**config.mk**
```make
export PLATFORM = sky130hd
export DESIGN_NAME = ysyx_25020037_wbu
export DESIGN_NICKNAME = d
export VERILOG_FILES = /design/src/rtl/ysyx_25020037_wbu_pkg.sv /design/src/rtl/ysyx_25020037_regfile.sv /design/src/rtl/ysyx_25020037_wbu.sv
export SDC_FILE = /design/constraint.sdc
export NUM_CORES = 2
export LEC_CHECK = 0
export ABC_AREA = 1
export BUFFER_PORTS_ARGS = -buffer_cell sky130_fd_sc_hd__buf_2
export CAP_MARGIN = 15
export CELL_PAD_IN_SITES_DETAIL_PLACEMENT = 1
export CELL_PAD_IN_SITES_GLOBAL_PLACEMENT = 1
export CORE_MARGIN = 2
export CORE_UTILIZATION = 25
export CTS_CLUSTER_SIZE = 8
export DETAILED_ROUTE_END_ITERATION = 8
export PLACE_DENSITY_LB_ADDON = 0.1
export SLEW_MARGIN = 20
export SYNTH_ARGS = -nofsm -noshare
export SYNTH_HDL_FRONTEND = slang
export SYNTH_SLANG_ARGS = --single-unit
```
**constraint.sdc**
```tcl
create_clock -name clk -period 28.2 [get_ports clk]
set_clock_uncertainty 0.15 [all_clocks]
set_input_delay 2.82 -clock clk [delete_from_list [all_inputs] [get_ports clk]]
set_output_delay 2.82 -clock clk [all_outputs]
set_load 0.02 [all_outputs]
```
**src/rtl/ysyx_25020037_wbu_pkg.sv**
```systemverilog
// Shared definitions for the write-back/commit stage:
// CSR map, trap causes, mstatus bit positions, state encoding, LSU->WBU bus.
package ysyx_25020037_wbu_pkg;

    localparam logic [11:0] CSR_MSTATUS = 12'h300;
    localparam logic [11:0] CSR_MTVEC   = 12'h305;
    localparam logic [11:0] CSR_MEPC    = 12'h341;
    localparam logic [11:0] CSR_MCAUSE  = 12'h342;

    localparam logic [31:0] CAUSE_LOAD_FAULT  = 32'd5;
    localparam logic [31:0] CAUSE_STORE_FAULT = 32'd7;
    localparam logic [31:0] CAUSE_ECALL_M     = 32'd11;

    localparam int MSTATUS_MIE  = 3;
    localparam int MSTATUS_MPIE = 7;

    localparam logic [0:0] ST_IDLE   = 1'b0;
    localparam logic [0:0] ST_COMMIT = 1'b1;

    typedef struct packed {
        logic [3:0]  rd;
        logic        ecall_en;
        logic        mret_en;
        logic        csr_we;
        logic [11:0] csr_addr;
        logic        gpr_we;
        logic        is_read;
        logic [31:0] csr_wdata;
        logic [31:0] result;
    } lsu_wbu_t;

    // Trap vector and return address registers are word aligned.
    function automatic logic [31:0] align4(input logic [31:0] v);
        return {v[31:2], 2'b00};
    endfunction

endpackage

```
**src/rtl/ysyx_25020037_regfile.sv**
```systemverilog
// RV32E general purpose register file: 2 combinational read ports,
// 1 write port, x0 hardwired to zero.
module ysyx_25020037_regfile #(
    parameter int NR_GPR = 16,
    parameter int AW     = $clog2(NR_GPR)
) (
    input  logic          clk,
    input  logic          rst,
    input  logic          we_i,
    input  logic [AW-1:0] waddr_i,
    input  logic [31:0]   wdata_i,
    input  logic [AW-1:0] raddr1_i,
    input  logic [AW-1:0] raddr2_i,
    output logic [31:0]   rdata1_o,
    output logic [31:0]   rdata2_o
);

    logic [31:0] regs_q [NR_GPR];

    always_ff @(posedge clk or posedge rst) begin
        if (rst) begin
            for (int i = 0; i < NR_GPR; i++) regs_q[i] <= '0;
        end else if (we_i && waddr_i != '0) begin
            regs_q[waddr_i] <= wdata_i;
        end
    end

    assign rdata1_o = (raddr1_i == '0) ? '0 : regs_q[raddr1_i];
    assign rdata2_o = (raddr2_i == '0) ? '0 : regs_q[raddr2_i];

endmodule

```
**src/rtl/ysyx_25020037_wbu.sv**
```systemverilog
// Write-back/commit stage: GPR and M-mode CSR owner, ecall/mret handling.
// Define YSYX_25020037_WBU_FAULT_TRAP_EN to trap on LSU access faults.
module ysyx_25020037_wbu
    import ysyx_25020037_wbu_pkg::*;
#(
    parameter int          NR_GPR        = 16,
    parameter logic [31:0] RESET_MSTATUS = 32'h0000_1800,
    parameter logic [31:0] ECALL_CAUSE   = CAUSE_ECALL_M
) (
    input  logic        clk,
    input  logic        rst,
    input  logic        lsu_valid,
    output logic        wbu_ready,
    input  logic [3:0]  rd,
    input  logic        gpr_we,
    input  logic [31:0] result,
    input  logic        csr_we,
    input  logic [11:0] csr_addr,
    input  logic [31:0] csr_wdata,
    input  logic        ecall_en,
    input  logic        mret_en,
    input  logic [31:0] pc,
    input  logic        access_fault,
    input  logic        is_read,
    input  logic [3:0]  rs1_idx,
    input  logic [3:0]  rs2_idx,
    output logic [31:0] rs1_data,
    output logic [31:0] rs2_data,
    input  logic [11:0] csr_raddr,
    output logic [31:0] csr_rdata,
    output logic        wbu_valid,
    output logic [31:0] dnpc,
    output logic        redirect
);

    logic [0:0]  state_q, state_d;
    lsu_wbu_t    bus_q, bus_d;
    logic [31:0] pc_q, pc_d;
    logic        fault_q, fault_d;
    logic [31:0] mstatus_q, mstatus_d;
    logic [31:0] mtvec_q, mtvec_d;
    logic [31:0] mepc_q, mepc_d;
    logic [31:0] mcause_q, mcause_d;
    logic [31:0] dnpc_q, dnpc_d;
    logic        valid_q, valid_d;
    logic        redir_q, redir_d;
    logic        gpr_wen;
    logic        fault_trap;

`ifdef YSYX_25020037_WBU_FAULT_TRAP_EN
    assign fault_trap = fault_q;
`else
    logic unused_fault;
    assign fault_trap   = 1'b0;
    assign unused_fault = fault_q;
`endif

    always_comb begin
        state_d   = state_q;
        bus_d     = bus_q;
        pc_d      = pc_q;
        fault_d   = fault_q;
        mstatus_d = mstatus_q;
        mtvec_d   = mtvec_q;
        mepc_d    = mepc_q;
        mcause_d  = mcause_q;
        dnpc_d    = dnpc_q;
        valid_d   = 1'b0;
        redir_d   = 1'b0;
        gpr_wen   = 1'b0;
        if (state_q == ST_IDLE) begin
            if (lsu_valid) begin
                state_d = ST_COMMIT;
                bus_d   = '{rd:        rd,
                            ecall_en:  ecall_en,
                            mret_en:   mret_en,
                            csr_we:    csr_we,
                            csr_addr:  csr_addr,
                            gpr_we:    gpr_we,
                            is_read:   is_read,
                            csr_wdata: csr_wdata,
                            result:    result};
                pc_d    = pc;
                fault_d = access_fault;
            end
        end else begin
            state_d = ST_IDLE;
            valid_d = 1'b1;
            // Priority: ecall > access fault > mret > normal commit.
            if (bus_q.ecall_en || fault_trap) begin
                mepc_d   = pc_q;
                mcause_d = bus_q.ecall_en ? ECALL_CAUSE :
                           bus_q.is_read  ? CAUSE_LOAD_FAULT :
                                            CAUSE_STORE_FAULT;
                mstatus_d[MSTATUS_MPIE] = mstatus_q[MSTATUS_MIE];
                mstatus_d[MSTATUS_MIE]  = 1'b0;
                dnpc_d  = mtvec_q;
                redir_d = 1'b1;
            end else if (bus_q.mret_en) begin
                mstatus_d[MSTATUS_MIE]  = mstatus_q[MSTATUS_MPIE];
                mstatus_d[MSTATUS_MPIE] = 1'b1;
                dnpc_d  = mepc_q;
                redir_d = 1'b1;
            end else begin
                gpr_wen = bus_q.gpr_we && (bus_q.rd != '0);
                if (bus_q.csr_we) begin
                    case (bus_q.csr_addr)
                        CSR_MSTATUS: mstatus_d = bus_q.csr_wdata;
                        CSR_MTVEC:   mtvec_d   = align4(bus_q.csr_wdata);
                        CSR_MEPC:    mepc_d    = align4(bus_q.csr_wdata);
                        CSR_MCAUSE:  mcause_d  = bus_q.csr_wdata;
                        default:     ;
                    endcase
                end
                dnpc_d = pc_q + 32'd4;
            end
        end
    end

    always_ff @(posedge clk or posedge rst) begin
        if (rst) begin
            state_q   <= ST_IDLE;
            bus_q     <= '0;
            pc_q      <= '0;
            fault_q   <= 1'b0;
            mstatus_q <= RESET_MSTATUS;
            mtvec_q   <= '0;
            mepc_q    <= '0;
            mcause_q  <= '0;
            dnpc_q    <= '0;
            valid_q   <= 1'b0;
            redir_q   <= 1'b0;
        end else begin
            state_q   <= state_d;
            bus_q     <= bus_d;
            pc_q      <= pc_d;
            fault_q   <= fault_d;
            mstatus_q <= mstatus_d;
            mtvec_q   <= mtvec_d;
            mepc_q    <= mepc_d;
            mcause_q  <= mcause_d;
            dnpc_q    <= dnpc_d;
            valid_q   <= valid_d;
            redir_q   <= redir_d;
        end
    end

    ysyx_25020037_regfile #(
        .NR_GPR (NR_GPR)
    ) u_regfile (
        .clk      (clk),
        .rst      (rst),
        .we_i     (gpr_wen),
        .waddr_i  (bus_q.rd),
        .wdata_i  (bus_q.result),
        .raddr1_i (rs1_idx),
        .raddr2_i (rs2_idx),
        .rdata1_o (rs1_data),
        .rdata2_o (rs2_data)
    );

    always_comb begin
        case (csr_raddr)
            CSR_MSTATUS: csr_rdata = mstatus_q;
            CSR_MTVEC:   csr_rdata = mtvec_q;
            CSR_MEPC:    csr_rdata = mepc_q;
            CSR_MCAUSE:  csr_rdata = mcause_q;
            default:     csr_rdata = '0;
        endcase
    end

    assign wbu_ready = (state_q == ST_IDLE);
    assign wbu_valid = valid_q;
    assign dnpc      = dnpc_q;
    assign redirect  = redir_q;

endmodule

```
; Yosys cells after proc, flatten, opt, wreduce, memory -nomap -nowiden
; Index checks and enable logic that the tools add are counted.
[op_classes]
add_sub_neg = 1
n_lt_le_gt_ge = 4
n_eq_ne = 9
n_mux = 37
n_bitwise = 6
n_reduce_logical = 17
[ops]
columns = op, count
row1 = 32-bit two-way mux, 17
row2 = 512-bit bitwise mux, 1
row3 = 32-bit binary-select mux with 4-bit select, 2
row4 = 32-bit demux with 4-bit select, 1
row5 = 32-bit one-hot mux with 4 select lines, 1
row6 = 12-bit by 10-bit equality test with 1-bit output (second input constant), 8
row7 = 32-bit by 3-bit adder with 32-bit output (second input constant), 1
row8 = 8-bit two-way mux, 2
row9 = 5-bit greater-or-equal comparator (second input constant), 3
row10 = 4-bit NOT with 5-bit output, 3
row11 = 1-bit two-way mux, 13
row12 = 5-bit AND reduction, 2
row13 = 4-bit logical NOT, 2
row14 = 4-bit AND reduction, 2
row15 = 2-bit nonzero test, 3
row16 = 3-bit nonzero test, 2
row17 = 5-bit by 1-bit < comparator with 1-bit output (second input constant), 1
row18 = 4-bit nonzero test, 1
row19 = 1-bit logical AND, 3
row20 = 1-bit NOT, 3
row21 = 3-bit AND reduction, 1
row22 = 2-bit by 1-bit inequality test with 1-bit output (second input constant), 1
row23 = 2-bit AND reduction, 1
[word_totals]
register_bits = 789
in_bits = 141
out_inout_bits = 131
elab_cells = 108

; Logic depth before layout (Yosys ltp)
[depth]
ltp_word = 6
ltp_mapped = 11
depth_no_buf = 11

; Modules after synthesis
; Synthesis repeated with hierarchy kept, for this count alone.
[hier_totals]
hier_cells = 6184
hier_area_um2 = 42667.2
[modules_own_cells]
columns = mod, n_inst, cells_each, area_per_inst_um2, seq_area_each_um2
row1 = ysyx_25020037_regfile, 1, 4567, 29882.4, 12812.3
row2 = ysyx_25020037_wbu, 1, 1617, 12784.8, 6934.2

; Worst setup path after synthesis
; OpenSTA, ideal clock, no wires.
[synth_timing]
path_type = input to output
from = input port rs2_idx[0]
to = output port rs2_data[31]
t_arrival_ns = 4.284
t_required_ns = 25.230
setup_slack_ns = 20.946
path_stages = 7
path_buffers = 3
cell_sequence = clkbuf_1 clkbuf_1 clkbuf_1 o211ai_1 nand3_1 nand3_1 a21oi_1
[synth_between]
elab_chain_len = 5
elab_cells_between_ends = 6
cone_classes = mux: 4 / bitwise: 1 / reduce/logical: 1
[synth_lines]
columns = element, line_no
row1 = "start, declared", ysyx_25020037_wbu.sv:26  ; input logic [3:0] rs2_idx,
row2 = 4-bit NOT with 5-bit output (implied by the code), ysyx_25020037_regfile.sv:29  ; assign rdata2_o = (raddr2_i == '0) ? '0 : regs_q[raddr2_i];
row3 = 32-bit binary-select mux with 4-bit select, ysyx_25020037_regfile.sv:29
row4 = 32-bit two-way mux (implied by the code) (2 in a row), ysyx_25020037_regfile.sv:29
row5 = 32-bit two-way mux *, ysyx_25020037_regfile.sv:29
row6 = "end, declared", ysyx_25020037_wbu.sv:28  ; output logic [31:0] rs2_data,
; Mark *: on every way between the ends. The rest lies on a longest branch, timed or not. The select of a mux whose other input is x is not followed.

; Final worst setup path
[layout_timing]
from = input port rs1_idx[1]
to = output port rs1_data[10]
[layout_between]
elab_chain_len = 5
elab_cells_between_ends = 6
cone_classes = mux: 4 / bitwise: 1 / reduce/logical: 1
[layout_lines]
columns = element, line_no
row1 = "start, declared", ysyx_25020037_wbu.sv:25  ; input logic [3:0] rs1_idx,
row2 = 4-bit NOT with 5-bit output (implied by the code), ysyx_25020037_regfile.sv:28  ; assign rdata1_o = (raddr1_i == '0) ? '0 : regs_q[raddr1_i];
row3 = 32-bit binary-select mux with 4-bit select, ysyx_25020037_regfile.sv:28
row4 = 32-bit two-way mux (implied by the code) (2 in a row), ysyx_25020037_regfile.sv:28
row5 = 32-bit two-way mux *, ysyx_25020037_regfile.sv:28
row6 = "end, declared", ysyx_25020037_wbu.sv:27  ; output logic [31:0] rs1_data,
; Marks and branches as above.

==> metrics <==
Clock transition at path regs about 50 ps; CTS Hold Bufs 0; Mapped Area slightly above 0.04 mm²; Detail Route Antenna Nets 0; Worst EP required around 25000 ps; Post-Synthesis Cells between 5000 and 6000; smallest hold slack about 240 ps; r2r setup slk ~24000 ps; most frequent cells in the layout nand2_1 (1317), o21ai_0 (885), dfrtp_1 (786), inv_1 (462), a21oi_1 (460); die height approximately 410 µm; Critical Path Fanout Max a little over 60; GPL Wtd Cong around 0.77; die width slightly above 400 µm; register bit total from synthesis about 790; Port Buffer Count 269; RSZ-0062 raised after global routing no; PwrDens roughly 67 mW/mm²; Fmax roughly 110 MHz; Root Buffer Master clkbuf_16; reg-to-reg critical path startpoint bus_q[80]$_DFFE_PP0P_; drt first-iter violations 2196; HPWL after DPL 105000 µm; CTS H-Tree Depth 3; Mapped Nets between 5000 and 6000; I/O pin total between 200 and 300; Slew headroom around a quarter; gr usage total 21.4%; Core ar. 0.161 mm²; CP endpoint kind primary output; Hold EP u_regfile.regs_q[492]$_DFFE_PP0P_; mean area per synthesized cell 7.45 µm²; hold wc startpoint u_regfile.regs_q[492]$_DFFE_PP0P_; pin count of the biggest net entering global routing 165; placement row count approximately 150; Setup-failing EPs final 0; most common cell after layout, fill and taps aside nand2_1; drt total wl approximately 180000 µm; CTS sink count 789; top cells by area, synth dfrtp_1 (49%), nand2_1 (12%), o21ai_0 (11%); Worst Tran Pin Value approximately 1100 ps; run status finished clean; CP Class in -> out; Vias/cell 4.88; Area Growth Syn to Fin 15.0%; cell accounting for the most synthesized area dfrtp_1; Seq/Total Area, Yosys 48.7%; first-pass GRT wire length around 260000 µm; Max-cap violations 0; # DRC 0; via count 37288; leakage power roughly 0.021 µW; ys async rst share between 90% and 100%; hold path cells 0; CP Data Arrival Time 6320 ps; yosys warns 0; startpoint types primary input; CTS buffer count 110; clock latency on the worst-skew pair about 730 ps; final hold viol count 0; CTS tree built; Fin Setup TNS 0 ps; vias in the first global route just under 40000; clock buffer depth 3; peak supply drop between 0.00004 and 0.00005 V; Tightest Hold Check Type reg -> reg; R2R cell count 10; share of layout cells above drive strength 1 9.43%; Distinct cells, synth 38; Post-synth EDFFs 0; Nets roughly 5600; Main synth FF type dfrtp_1; die area around 0.17 mm²; reg2reg end u_regfile.regs_q[81]$_DFFE_PP0P_; Starting Density approximately a quarter; Tmin final 9290 ps; number of setup buffers added after CTS 0; Tcrit/Tclk final between 30 and 40%; Slew Viols, Final 0; Synth top area share around half; drt first pass iters 5; Overflow after GRT 0; antenna violations before repair 12; post-CTS sizing 0; WL per Instance approximately 23 µm
[state kept, by name (all words and copies together) (netlist names)]
name,count
bus_q,84
dnpc,32
mcause_q,32
mepc_q,32
mstatus_q,32
mtvec_q,30
pc_q,32
redirect,1
state_q,1
u_regfile.regs_q,512
wbu_valid,1
[area by class of cell]
type	instances	area [µm²]
diodes	2	5.00
clock buffers	136	2890
clock inverters	7	103
fillers	19522	114000
inverters	472	1790
multi-input cells	3723	17400
flip-flops and latches	789	19700
well taps	2160	2700
repair buffers	347	2020
[stage by stage]
step | worst slack (ps) | utilization (%) | instance area [µm²] | instances | power (µW)
after floorplan | 3080 | - | 40500 | 5443 | 1710
after global placement | 18810 | 27.1 | 43600 | 7491 | 1910
final | 18910 | 29.0 | 46600 | 7636 | 3140
after detailed placement | 18800 | 27.1 | 43600 | 7491 | 1930
after global routing | 18660 | 29.0 | 46600 | 7634 | 3320
after CTS | 18790 | 29.0 | 46600 | 7634 | 3200
[worst max-delay path, stage by stage]
cell	delay, ps
clkbuf_8	320
buf_4	660
buf_4	770
o21ai_0	190
o21ai_0	230
nand2_1	70
nand2_1	80
inv_1	50
a21oi_1	710
buf_2	310
[power by group]
group          total, µW  switching, µW  internal (µW)  leakage [µW]
Combinational        525            377            149       0.00944
Clock               1240            535            706       0.00146
Sequential          1370           99.1           1280        0.0106
Total               3140           1010           2130        0.0215
[kinds of logic (layout without fill, tap and decap cells)]
| kind of cell | count (synthesis) | count (layout) | share of synthesized area, % |
|---|---|---|---|
| AO/OA/AOI/OAI | 1700 | 1700 | 22.2 |
| XOR/XNOR | 9 | 9 | 0.194 |
| adder cells (fa/ha/maj) | 1 | 1 | 0.0309 |
| buffers and inverters | 931 | 962 | 8.77 |
| flip-flops | 789 | 789 | 48.7 |
| other | 0 | 2 | 0 |
| AND/OR/NAND/NOR | 2013 | 2013 | 20.1 |
[cells in the mapped netlist, types with 2 or more instances]
cell type,count
nor3_1,8
inv_1,466
a22oi_1,2
o21ai_0,885
o21ai_1,175
a21oi_1,460
nor2_2,2
nor4_1,2
xor2_1,9
dfrtp_1,787
inv_2,6
o21bai_1,20
nand4_1,38
a221oi_1,25
nand3_1,274
o211ai_1,129
nand2_1,1323
clkbuf_1,367
and2_1,5
nand3_4,2
buf_2,48
nand3b_1,10
or2_2,2
nand2_4,2
buf_1,43
a31oi_1,3
dfstp_2,2
nor2_1,338
[per-layer routing]
layer | track usage [%] | vias to the layer above | share of wire (%)
met1 | 28.9 | 18520 | 47
met2 | 35.3 | 685 | 46
met5 | 0 | - | 0.012
li1 | - | 17870 | -
met3 | 3.81 | 209 | 4.5
met4 | 5.25 | 4 | 2.5
[worst max path at each step]
stage,start,endpoint,slack [ps],cells past startpoint
after floorplan,rst,bus_q[0]$_DFFE_PP0P_,3080,1
after global placement,rs2_idx[0],rs2_data[11],18810,7
after detailed placement,rs2_idx[0],rs2_data[11],18800,7
after CTS,rs2_idx[0],rs2_data[11],18790,7
after global routing,rs2_idx[0],rs2_data[11],18660,7
final,rs1_idx[1],rs1_data[10],18910,10
(Power assumes the default switching activity.)
